### src/rtl/alu_cmd_ctrl_if.sv
// Command, ALU-side and response signals of the ALU command controller.
// The controller sits on the slave modport; the requester/ALU side uses master.
interface alu_cmd_ctrl_if #(
    parameter int WIDTHA   = 16,
    parameter int WIDTHART = 32
);
    logic                cmd_valid;
    logic                cmd_ready;
    logic [3:0]          cmd_fun;
    logic [WIDTHA-1:0]   cmd_a;
    logic [WIDTHA-1:0]   cmd_b;

    logic [WIDTHA-1:0]   alu_a;
    logic [WIDTHA-1:0]   alu_b;
    logic [3:0]          alu_fun;

    logic [WIDTHART-1:0] arith_out;
    logic                carry_out;
    logic                arith_flag;
    logic [WIDTHA-1:0]   logic_out;
    logic                logic_flag;
    logic [WIDTHA-1:0]   cmp_out;
    logic                cmp_flag;
    logic [WIDTHA-1:0]   shift_out;
    logic                shift_flag;

    logic                rsp_valid;
    logic                rsp_ready;
    logic [WIDTHART-1:0] rsp_data;
    logic                rsp_carry;
    logic                rsp_err;

    modport master (
        output cmd_valid, cmd_fun, cmd_a, cmd_b, rsp_ready,
        output arith_out, carry_out, arith_flag, logic_out, logic_flag,
        output cmp_out, cmp_flag, shift_out, shift_flag,
        input  cmd_ready, alu_a, alu_b, alu_fun,
        input  rsp_valid, rsp_data, rsp_carry, rsp_err
    );

    modport slave (
        input  cmd_valid, cmd_fun, cmd_a, cmd_b, rsp_ready,
        input  arith_out, carry_out, arith_flag, logic_out, logic_flag,
        input  cmp_out, cmp_flag, shift_out, shift_flag,
        output cmd_ready, alu_a, alu_b, alu_fun,
        output rsp_valid, rsp_data, rsp_carry, rsp_err
    );
endinterface

### src/rtl/alu_cmd_ctrl.sv
// Sequences one ALU command at a time: latch operands, wait for the class flag, return a response.
// Optional SAMPLE timeout enabled by defining ALU_CMD_CTRL_TIMEOUT_EN.
module alu_cmd_ctrl #(
    parameter int WIDTHA   = 16,
    parameter int WIDTHART = 32,
    parameter int TIMEOUT  = 15
) (
    input  logic         CLK,
    input  logic         RST,
    alu_cmd_ctrl_if.slave bus,
    output logic [1:0]   fsm_state
);
    // Both channels transfer on a rising edge where valid and ready are both 1;
    // a producer holds valid and its payload stable until that edge.
    typedef enum logic [1:0] {
        IDLE   = 2'd0,
        WAIT   = 2'd1,
        SAMPLE = 2'd2,
        RESP   = 2'd3
    } state_t;

    state_t              state;
    logic                exp_flag;
    logic [WIDTHART-1:0] exp_data;
    logic                exp_carry;

    assign fsm_state = state;

    // Only the class selected by the latched function may complete the op.
    always_comb begin
        exp_flag  = 1'b0;
        exp_data  = '0;
        exp_carry = 1'b0;
        case (bus.alu_fun[3:2])
            2'b00: begin
                exp_flag  = bus.arith_flag;
                exp_data  = bus.arith_out;
                exp_carry = bus.carry_out;
            end
            2'b01: begin
                exp_flag = bus.logic_flag;
                exp_data = WIDTHART'(bus.logic_out);
            end
            2'b10: begin
                exp_flag = bus.cmp_flag;
                exp_data = WIDTHART'(bus.cmp_out);
            end
            default: begin
                exp_flag = bus.shift_flag;
                exp_data = WIDTHART'(bus.shift_out);
            end
        endcase
    end

`ifdef ALU_CMD_CTRL_TIMEOUT_EN
    localparam int CNT_W = $clog2(TIMEOUT + 1);
    logic [CNT_W-1:0] tmo_cnt;
    logic [CNT_W-1:0] tmo_nxt;
    logic             err;

    assign tmo_nxt     = tmo_cnt + 1'b1;
    assign bus.rsp_err = err;
`else
    assign bus.rsp_err = 1'b0;
`endif

    always_ff @(posedge CLK or posedge RST) begin
        if (RST) begin
            state         <= IDLE;
            bus.cmd_ready <= 1'b1;
            bus.alu_a     <= '0;
            bus.alu_b     <= '0;
            bus.alu_fun   <= '0;
            bus.rsp_valid <= 1'b0;
            bus.rsp_data  <= '0;
            bus.rsp_carry <= 1'b0;
`ifdef ALU_CMD_CTRL_TIMEOUT_EN
            tmo_cnt       <= '0;
            err           <= 1'b0;
`endif
        end else begin
            case (state)
                IDLE: begin
                    if (bus.cmd_valid && bus.cmd_ready) begin
                        bus.alu_a     <= bus.cmd_a;
                        bus.alu_b     <= bus.cmd_b;
                        bus.alu_fun   <= bus.cmd_fun;
                        bus.cmd_ready <= 1'b0;
                        state         <= WAIT;
                    end
                end
                // Flags seen here still belong to the previous operation.
                WAIT: begin
                    state <= SAMPLE;
`ifdef ALU_CMD_CTRL_TIMEOUT_EN
                    tmo_cnt <= '0;
`endif
                end
                SAMPLE: begin
                    if (exp_flag) begin
                        bus.rsp_data  <= exp_data;
                        bus.rsp_carry <= exp_carry;
                        bus.rsp_valid <= 1'b1;
                        state         <= RESP;
`ifdef ALU_CMD_CTRL_TIMEOUT_EN
                        err           <= 1'b0;
                    end else begin
                        tmo_cnt <= tmo_nxt;
                        if (tmo_nxt == CNT_W'(TIMEOUT)) begin
                            bus.rsp_data  <= '0;
                            bus.rsp_carry <= 1'b0;
                            bus.rsp_valid <= 1'b1;
                            err           <= 1'b1;
                            state         <= RESP;
                        end
`endif
                    end
                end
                default: begin
                    if (bus.rsp_ready) begin
                        bus.rsp_valid <= 1'b0;
                        bus.cmd_ready <= 1'b1;
                        state         <= IDLE;
                    end
                end
            endcase
        end
    end
endmodule

### src/flat_wrapper.sv
// flat-port wrapper written by rule: the top's interface ports become plain ports
module alu_cmd_ctrl_flat 
#(
    parameter int WIDTHA   = 16,
    parameter int WIDTHART = 32,
    parameter int TIMEOUT  = 15
)
  (CLK, RST, fsm_state, bus_cmd_valid, bus_cmd_fun, bus_cmd_a, bus_cmd_b, bus_rsp_ready, bus_arith_out, bus_carry_out, bus_arith_flag, bus_logic_out, bus_logic_flag, bus_cmp_out, bus_cmp_flag, bus_shift_out, bus_shift_flag, bus_cmd_ready, bus_alu_a, bus_alu_b, bus_alu_fun, bus_rsp_valid, bus_rsp_data, bus_rsp_carry, bus_rsp_err);
  alu_cmd_ctrl_if #(.WIDTHA(WIDTHA), .WIDTHART(WIDTHART)) bus_i ();
  input  logic CLK;
  input  logic RST;
  output logic [1:0] fsm_state;
  input wire logic [$bits(bus_i.cmd_valid)-1:0] bus_cmd_valid;
  input wire logic [$bits(bus_i.cmd_fun)-1:0] bus_cmd_fun;
  input wire logic [$bits(bus_i.cmd_a)-1:0] bus_cmd_a;
  input wire logic [$bits(bus_i.cmd_b)-1:0] bus_cmd_b;
  input wire logic [$bits(bus_i.rsp_ready)-1:0] bus_rsp_ready;
  input wire logic [$bits(bus_i.arith_out)-1:0] bus_arith_out;
  input wire logic [$bits(bus_i.carry_out)-1:0] bus_carry_out;
  input wire logic [$bits(bus_i.arith_flag)-1:0] bus_arith_flag;
  input wire logic [$bits(bus_i.logic_out)-1:0] bus_logic_out;
  input wire logic [$bits(bus_i.logic_flag)-1:0] bus_logic_flag;
  input wire logic [$bits(bus_i.cmp_out)-1:0] bus_cmp_out;
  input wire logic [$bits(bus_i.cmp_flag)-1:0] bus_cmp_flag;
  input wire logic [$bits(bus_i.shift_out)-1:0] bus_shift_out;
  input wire logic [$bits(bus_i.shift_flag)-1:0] bus_shift_flag;
  output wire logic [$bits(bus_i.cmd_ready)-1:0] bus_cmd_ready;
  output wire logic [$bits(bus_i.alu_a)-1:0] bus_alu_a;
  output wire logic [$bits(bus_i.alu_b)-1:0] bus_alu_b;
  output wire logic [$bits(bus_i.alu_fun)-1:0] bus_alu_fun;
  output wire logic [$bits(bus_i.rsp_valid)-1:0] bus_rsp_valid;
  output wire logic [$bits(bus_i.rsp_data)-1:0] bus_rsp_data;
  output wire logic [$bits(bus_i.rsp_carry)-1:0] bus_rsp_carry;
  output wire logic [$bits(bus_i.rsp_err)-1:0] bus_rsp_err;
  assign bus_i.cmd_valid = bus_cmd_valid;
  assign bus_i.cmd_fun = bus_cmd_fun;
  assign bus_i.cmd_a = bus_cmd_a;
  assign bus_i.cmd_b = bus_cmd_b;
  assign bus_i.rsp_ready = bus_rsp_ready;
  assign bus_i.arith_out = bus_arith_out;
  assign bus_i.carry_out = bus_carry_out;
  assign bus_i.arith_flag = bus_arith_flag;
  assign bus_i.logic_out = bus_logic_out;
  assign bus_i.logic_flag = bus_logic_flag;
  assign bus_i.cmp_out = bus_cmp_out;
  assign bus_i.cmp_flag = bus_cmp_flag;
  assign bus_i.shift_out = bus_shift_out;
  assign bus_i.shift_flag = bus_shift_flag;
  assign bus_cmd_ready = bus_i.cmd_ready;
  assign bus_alu_a = bus_i.alu_a;
  assign bus_alu_b = bus_i.alu_b;
  assign bus_alu_fun = bus_i.alu_fun;
  assign bus_rsp_valid = bus_i.rsp_valid;
  assign bus_rsp_data = bus_i.rsp_data;
  assign bus_rsp_carry = bus_i.rsp_carry;
  assign bus_rsp_err = bus_i.rsp_err;
  alu_cmd_ctrl #(.WIDTHA(WIDTHA), .WIDTHART(WIDTHART), .TIMEOUT(TIMEOUT)) u_core (.CLK(CLK), .RST(RST), .bus(bus_i), .fsm_state(fsm_state));
endmodule
### config.mk
export PLATFORM = sky130hd
export DESIGN_NAME = alu_cmd_ctrl_flat
export DESIGN_NICKNAME = d
export VERILOG_FILES = /design/src/rtl/alu_cmd_ctrl_if.sv /design/src/rtl/alu_cmd_ctrl.sv /design/src/flat_wrapper.sv
export SDC_FILE = /design/constraint.sdc
export NUM_CORES = 1
export LEC_CHECK = 0
export ABC_AREA = 0
export CAP_MARGIN = 5
export CELL_PAD_IN_SITES_DETAIL_PLACEMENT = 1
export CELL_PAD_IN_SITES_GLOBAL_PLACEMENT = 1
export CORE_ASPECT_RATIO = 0.9
export CORE_MARGIN = 8
export CORE_UTILIZATION = 31
export DETAILED_ROUTE_END_ITERATION = 7
export GPL_TIMING_DRIVEN = 0
export HOLD_SLACK_MARGIN = 0.15
export MAX_ROUTING_LAYER = met4
export PLACE_DENSITY_LB_ADDON = 0.25
export SETUP_SLACK_MARGIN = 0.3
export SYNTH_ARGS = -nofsm -noshare
export SYNTH_HDL_FRONTEND = slang
export SYNTH_SLANG_ARGS = --single-unit
### constraint.sdc
create_clock -name CLK -period 4.85 [get_ports CLK]
set_input_delay 0.97 -clock CLK [delete_from_list [all_inputs] [get_ports CLK]]
set_output_delay 0.97 -clock CLK [all_outputs]
set_load 0.005 [all_outputs]
Word level (Yosys, flattened, before mapping)
Index checks and enable logic that the tools add are counted.
{"block": "totals", "ff_bits": 73, "input_bits": 125}
{"block": "classes", "n_eq_ne": 6, "muxes": 13, "bitwise": 2, "reduce_logical": 13}
{"op": "$pmux 32 s3", "count": 1}
{"op": "$reduce_and 3->1", "count": 3}
{"op": "$mux 2", "count": 3}
{"op": "$pmux 2 s3", "count": 1}
{"op": "$mux 1", "count": 5}
{"op": "$eq 2x1->1 const B", "count": 2}
{"op": "$eq 2x2->1 const B", "count": 2}
{"op": "$logic_not 2->1", "count": 2}
{"op": "$ne 2x1->1 const B", "count": 2}
{"op": "$pmux 1 s2", "count": 2}
{"op": "$reduce_and 2->1", "count": 2}
{"op": "$reduce_bool 2->1", "count": 2}
{"op": "$reduce_bool 4->1", "count": 1}
{"op": "$reduce_or 2->1", "count": 2}
{"op": "$pmux 1 s3", "count": 1}
{"op": "$not 1->1", "count": 2}
{"op": "$logic_and 1x1->1", "count": 1}

Longest topological paths before layout
Gate-level depths: netlist of the first run.
{"block": "logic_depth", "ltp_word": 4, "mapped_depth": 6}

Worst setup path after synthesis of the first run
OpenSTA, ideal clock, no wires.
{"block": "synth_timing", "path_type": "in2reg", "from": "input bus_shift_flag", "to": "register u_core.bus.rsp_data[0]", "setup_ns": 0.125, "arrival_ns": 1.917, "t_required_ns": 4.725, "slack_ns": 2.807, "path_stages": 4, "path_buffers": 1, "path_cell_list": "mux2i_1 -> o22ai_4 -> buf_8 -> mux2_4"}
{"block": "synth_between", "elab_chain_len": 2}
{"item": "start: declaration", "line_no": "flat_wrapper.sv:26", "source": "input wire logic [$bits(bus_i.shift_flag)-1:0] bus_shift_flag;"}
{"item": "$pmux 1 s3", "line_no": "alu_cmd_ctrl.sv:34", "source": "case (bus.alu_fun[3:2])"}
{"item": "$reduce_and 2->1 (no line)"}
{"item": "end signal: assignment", "line_no": "alu_cmd_ctrl.sv:101", "source": "bus.rsp_data <= exp_data;"}
{"item": "end: declaration", "line_no": "alu_cmd_ctrl_if.sv:46", "source": "output rsp_valid, rsp_data, rsp_carry, rsp_err"}
No other way between the ends.
A chain may end at the register's enable or synchronous reset.

Final worst setup path of the first run
{"block": "layout_timing", "from": "register u_core.bus.cmd_ready", "to": "output bus_cmd_ready"}
{"item": "start: declaration", "line_no": "alu_cmd_ctrl_if.sv:45", "source": "output cmd_ready, alu_a, alu_b, alu_fun,"}
{"item": "start signal: assignment", "line_no": "alu_cmd_ctrl.sv:70", "source": "bus.cmd_ready <= 1'b1;"}
{"item": "start signal: assignment", "line_no": "alu_cmd_ctrl.sv:88", "source": "bus.cmd_ready <= 1'b0;"}
{"item": "start signal: assignment", "line_no": "alu_cmd_ctrl.sv:122", "source": "bus.cmd_ready <= 1'b1;"}
{"item": "end: declaration", "line_no": "flat_wrapper.sv:27", "source": "output wire logic [$bits(bus_i.cmd_ready)-1:0] bus_cmd_ready;"}
No word-level cell between the ends.

==> flow_summary.ini, run 1 <==
[final_layout]
finalNetCount = 575
final_common_cell = clkdlybuf4s50_1
layout_common_cells = 197 x clkdlybuf4s50_1, 72 x dfrtp_1, 50 x mux2_2
area_delta_synth_final_pct = 71.1
final_core_util_pct = 54.7
drive_gt1_share_pct = 19.9
num_antenna_cells = 0

[power]
peakVddDrop_v = 0.000227
cellPowerDensity_nw_per_um2 = 581
p_leak_uw = 0.00243

[clock_tree]
postCtsHoldBufs = 0
clk_path_buf_depth = 2
clk_pin_slew_worst_paths_ps = 50
cts_resized = 0
ctsHtreeMaxLevel = 3
cts_tree = built
clock_latency_ps = 330
cts_setup_buffers = 0
clkSinkCount = 73
cts-root-buf = clkbuf_16
numCtsBuffers = 9

[floorplan]
io_pins = 199
die-area_um2 = 14800
core_area_um2 = 10900
die_h_um = 116
fp.dieW_um = 127
num_rows = 36
start_util_pct = 32.0

[synthesis]
ys.flop_type = dfrtp_1
synth-seq-cells = 73
synth.cell_area_um2 = 3470
synthArstFlopShare_pct = 100
synth_edf_count = 0
yosysSeqAreaShare_pct = 52.7
syn-num-nets = 366
netlist_instances = 238
synth.avg_cell_area_um2 = 14.6
ys_warn_count = 0
yosysUniqueCellTypes = 32

[route]
viasPerCell = 4.60
drcViolationCount = 0
drtPass1Iterations = 4
num_vias = 2780
drt-total-wl_um = 11400
wl_per_cell_um = 18.9
antenna_left = 0
drtIter0Drc = 100

[sta]
slew_violations = 0
skew_ps = 11.9
rsz0062_at_grt = false
setup_viol = 0
slew_headroom_pct = 54.8
post-route-period-util_pct = 48.9
period_needed_ps = 2370
fin_tns_setup_ps = 0
max_freq_ghz = 0.422
worst_pin_slew_ps = 678
hold_viol = 0
setup_slack_ps = 2480

[global_route]
grt_pass1_vias = 3200
grt_usage_pct = 16.0
grt_antenna_before_repair = 0
grt-ovfl-total = 0
grt_max_degree = 40
grt_pass1_wl_um = 17400

[worst_setup_path]
crit_buf_inv = 1
worstSetupPathType = register to output port
crit_path_top_delay_cell = dfstp_2
arrival_ps = 1400
critPathTopFamily = flip-flops
cpPeakStageDelay_ps = 560
path_max_fanout = 5
startpoint_type = register
crit_path_cell_trace = clkdlybuf4s50_1
worstSetupEndpointType = output port
cp.required_ps = 3880

[place]
gp_congestion = 0.824
io_buffer_count = 197
dp_hpwl_um = 9320
place_ws_ps = 2190

[outcome]
status = finished clean

[min_path]
hold_path.class = register to register

[job]
cap_viol_max_count = 0
## final cells by class
cell class / count / area, um2
plain buffers: 12 / 98.8
clock buffers: 11 / 243
clock inverters: 5 / 40.0
fillers: 1117 / 4920
inverters: 23 / 88.8
multi-input cells: 130 / 1460
flip-flops and latches: 73 / 1830
well taps: 152 / 190
repair buffers: 198 / 1990
## per-layer routing
metal | share of wire (%) | global-route usage, %
met4 | 0.75 | 4.28
met2 | 45 | 24.8
met3 | 12 | 6.98
met5 | 0 | -
met1 | 41 | 18.6
## cell usage after synthesis (3+ instances only)
cell type,count,area [um2]
mux2_4,3,45.0
ha_1,3,37.5
mux2i_1,18,180
mux4_1,10,263
buf_6,3,33.8
mux4_2,6,135
mux2_2,50,563
buf_2,4,20.0
dfrtp_1,72,1800
o21ai_0,3,15.0
nand2_1,20,75.1
inv_1,23,86.3
## power breakdown
group          switching, uW  total [uW]  internal (uW)
registers                156        1070            911
clock network            266         630            363
logic                    637        1750           1120
## path summary, 6_finish.rpt
| check | start | end | slack (ps) | cells past startpoint |
|---|---|---|---|---|
| setup / recovery | u_core.bus.cmd_ready | bus_cmd_ready | 2480 | 1 |
| hold / removal | u_core.bus.alu_a[11] | u_core.bus.alu_a[11] | 500 | 1 |
| setup reg to reg | u_core.fsm_state[0] | u_core.bus.alu_b[1] | 2900 | 5 |
| hold reg to reg | u_core.bus.alu_a[11] | u_core.bus.alu_a[11] | 500 | 1 |
| max in group asynchronous | RST | u_core.bus.cmd_ready | 3210 | 3 |
| min in group asynchronous | RST | u_core.bus.alu_a[7] | 1020 | 2 |
## state kept, by name (all words and copies together) (netlist names)
name	cells
u_core.bus.rsp_data	32
u_core.fsm_state	2
u_core.bus.rsp_carry	1
u_core.bus.cmd_ready	1
u_core.bus.rsp_valid	1
u_core.bus.alu_b	16
u_core.bus.alu_a	16
u_core.bus.alu_fun	4
## cell families after synthesis
logic type / Yosys count / share of synthesized area (%)
multiplexers: 88 / 34.8
flip-flops: 73 / 52.7
buffers and inverters: 35 / 5.34
AND/OR/NAND/NOR: 26 / 3.14
AO/OA/AOI/OAI: 12 / 2.78
adder cells (fa/ha/maj): 3 / 1.08
other: 1 / 0.108
## per-stage QoR
step	hold slack, ps	cell area [um2]	instances	power (uW)
finish	502	5940	604	3450
CTS	506	5940	604	3530
global placement	486	5630	587	2820
global route	518	5940	604	3700
detailed placement	493	5650	588	2870
floorplan	488	3470	238	1930
Note: power is estimated with default switching activity, not from simulation.
==> run 2, diff against run 1 <==
Settings changed: CORE_UTILIZATION 31 to 29.
Clock period 4.85 ns to 2.3 ns, I/O delays scaled along.
==> run 2 against run 1 <==
Cell count up 1.8%. Hold slack better by 1.4 ps. Combinational power rose by 110%. Die area up 6.0%. Flip-flop and latch count is the same. Critical endpoint unchanged.
==> flow_summary.ini, run 2 (synthesis results as in run 1) <==
[place]
io_buffer_count = 197
dp_hpwl_um = 9390
gp_congestion = 0.742

[sta]
worst_pin_slew_ps = 806
hold_viol = 0
rsz0062_at_grt = false
slew_headroom_pct = 46.1
slew_violations = 0
period_needed_ps = 1870
skew_ps = 3.64
max_freq_ghz = 0.534
post-route-period-util_pct = 81.4
whs_ps = 503
setup_viol = 0
fin_tns_setup_ps = 0

[global_route]
grt_pass1_vias = 3289
grt_antenna_before_repair = 0
grt_max_degree = 41
grt-ovfl-total = 0
grt_pass1_wl_um = 18400
grt_usage_pct = 15.7

[final_layout]
largest_register_ffs = 32
top_regs = u_core.bus.rsp_data: 32 flops, u_core.bus.alu_a: 16 flops, u_core.bus.alu_b: 16 flops
final_common_cell = clkdlybuf4s50_1
finalNetCount = 578
largest_register = u_core.bus.rsp_data
layout_common_cells = 197 x clkdlybuf4s50_1, 72 x dfrtp_1, 50 x mux2_2
drive_gt1_share_pct = 21.1
num_antenna_cells = 0
area_delta_synth_final_pct = 73.4

[clock_tree]
clkSinkCount = 73
clk_pin_slew_worst_paths_ps = 60
ctsHtreeMaxLevel = 3
cts-root-buf = clkbuf_16
postCtsHoldBufs = 0
clk_path_buf_depth = 2
cts_tree = built
clock_latency_ps = 340
numCtsBuffers = 9

[route]
num_vias = 2763
viasPerCell = 4.49
antenna_left = 0
drtPass1Iterations = 4
wl_per_cell_um = 19.1
drcViolationCount = 0
drt-total-wl_um = 11800
drtIter0Drc = 58

[worst_setup_path]
r2r_cells = 6
r2r_slack_ps = 460
critPathTopFamily = flip-flops
startpoint = u_core.bus.cmd_ready
r2r_start = u_core.fsm_state[0]
endpoint = bus_cmd_ready
arrival_ps = 1410
startpoint_type = register
worstSetupEndpointType = output port
crit_path_top_delay_cell = dfstp_2
worstSetupPathType = register to output port
critical_path_depth = 1
regToRegEndpoint = u_core.bus.rsp_data[5]
crit_path_cell_trace = clkdlybuf4s50_1
cp.required_ps = 1840
crit_buf_inv = 1
path_max_fanout = 5
cpPeakStageDelay_ps = 560

[floorplan]
die_h_um = 120
start_util_pct = 29.3
fp.dieW_um = 131
num_rows = 38
die-area_um2 = 15700
core_area_um2 = 11800
io_pins = 199

[min_path]
hold_path.class = register to register

[power]
cellPowerDensity_nw_per_um2 = 1250
p_leak_uw = 0.00247
peakVddDrop_v = 0.000592

[job]
cap_viol_max_count = 0

[outcome]
status = finished clean
## run 2: report_power, final
| group | leakage [uW] | internal, uW | total, uW | switching [uW] |
|---|---|---|---|---|
| clock network | 0.000155 | 949 | 1500 | 553 |
| logic | 0.00143 | 2390 | 3730 | 1340 |
| registers | 0.000887 | 1920 | 2270 | 346 |
| total | 0.00247 | 5260 | 7500 | 2240 |
## run 2: worst min-delay path by stage
stage	cells past startpoint	from	to	slack [ps]
after floorplan	2	u_core.bus.rsp_valid	u_core.bus.rsp_valid	490
after global routing	1	u_core.bus.alu_b[14]	u_core.bus.alu_b[14]	520
after CTS	1	u_core.bus.alu_b[3]	u_core.bus.alu_b[3]	510
final	1	u_core.bus.alu_b[14]	u_core.bus.alu_b[14]	500
after global placement	1	u_core.bus.alu_fun[1]	u_core.bus.alu_fun[1]	490
after detailed placement	1	u_core.bus.rsp_data[1]	u_core.bus.rsp_data[1]	490
## run 2: layer usage
metal | global-route usage, % | vias to the layer above | part of all wire, %
li1 | - | 1266 | -
met1 | 17.1 | 1360 | 42
met2 | 25.5 | 126 | 49
met3 | 6.93 | 11 | 8.3
met4 | 4.73 | 0 | 1.2
met5 | - | - | 0
## run 2: cell type report
class | count | area [um2]
flip-flops and latches | 73 | 1830
clock buffers | 9 | 225
multi-input cells | 130 | 1460
inverters | 23 | 90.1
repair buffers | 201 | 2010
plain buffers | 12 | 98.8
well taps | 160 | 200
clock inverters | 7 | 95.1
fillers | 1182 | 5820
## run 2: metrics by stage
step | instances | utilization (%) | instance area (um2) | power (uW) | worst slack [ps]
CTS | 612 | 50.5 | 5980 | 7630 | 311
global placement | 595 | 47.7 | 5640 | 5930 | 22.8
detailed placement | 596 | 47.8 | 5660 | 6060 | 145
global route | 615 | 50.8 | 6010 | 8020 | 361
finish | 615 | 50.8 | 6010 | 7500 | 428
floorplan | 238 | - | 3470 | 4060 | 616
## run 2: repair_timing
| item | 4_1_cts | 5_1_grt |
|---|---|---|
| resized for setup | 0 | 2 |
| endpoints found under the setup margin | 0 | 38 |
| buffers inserted | 0 | 3 |
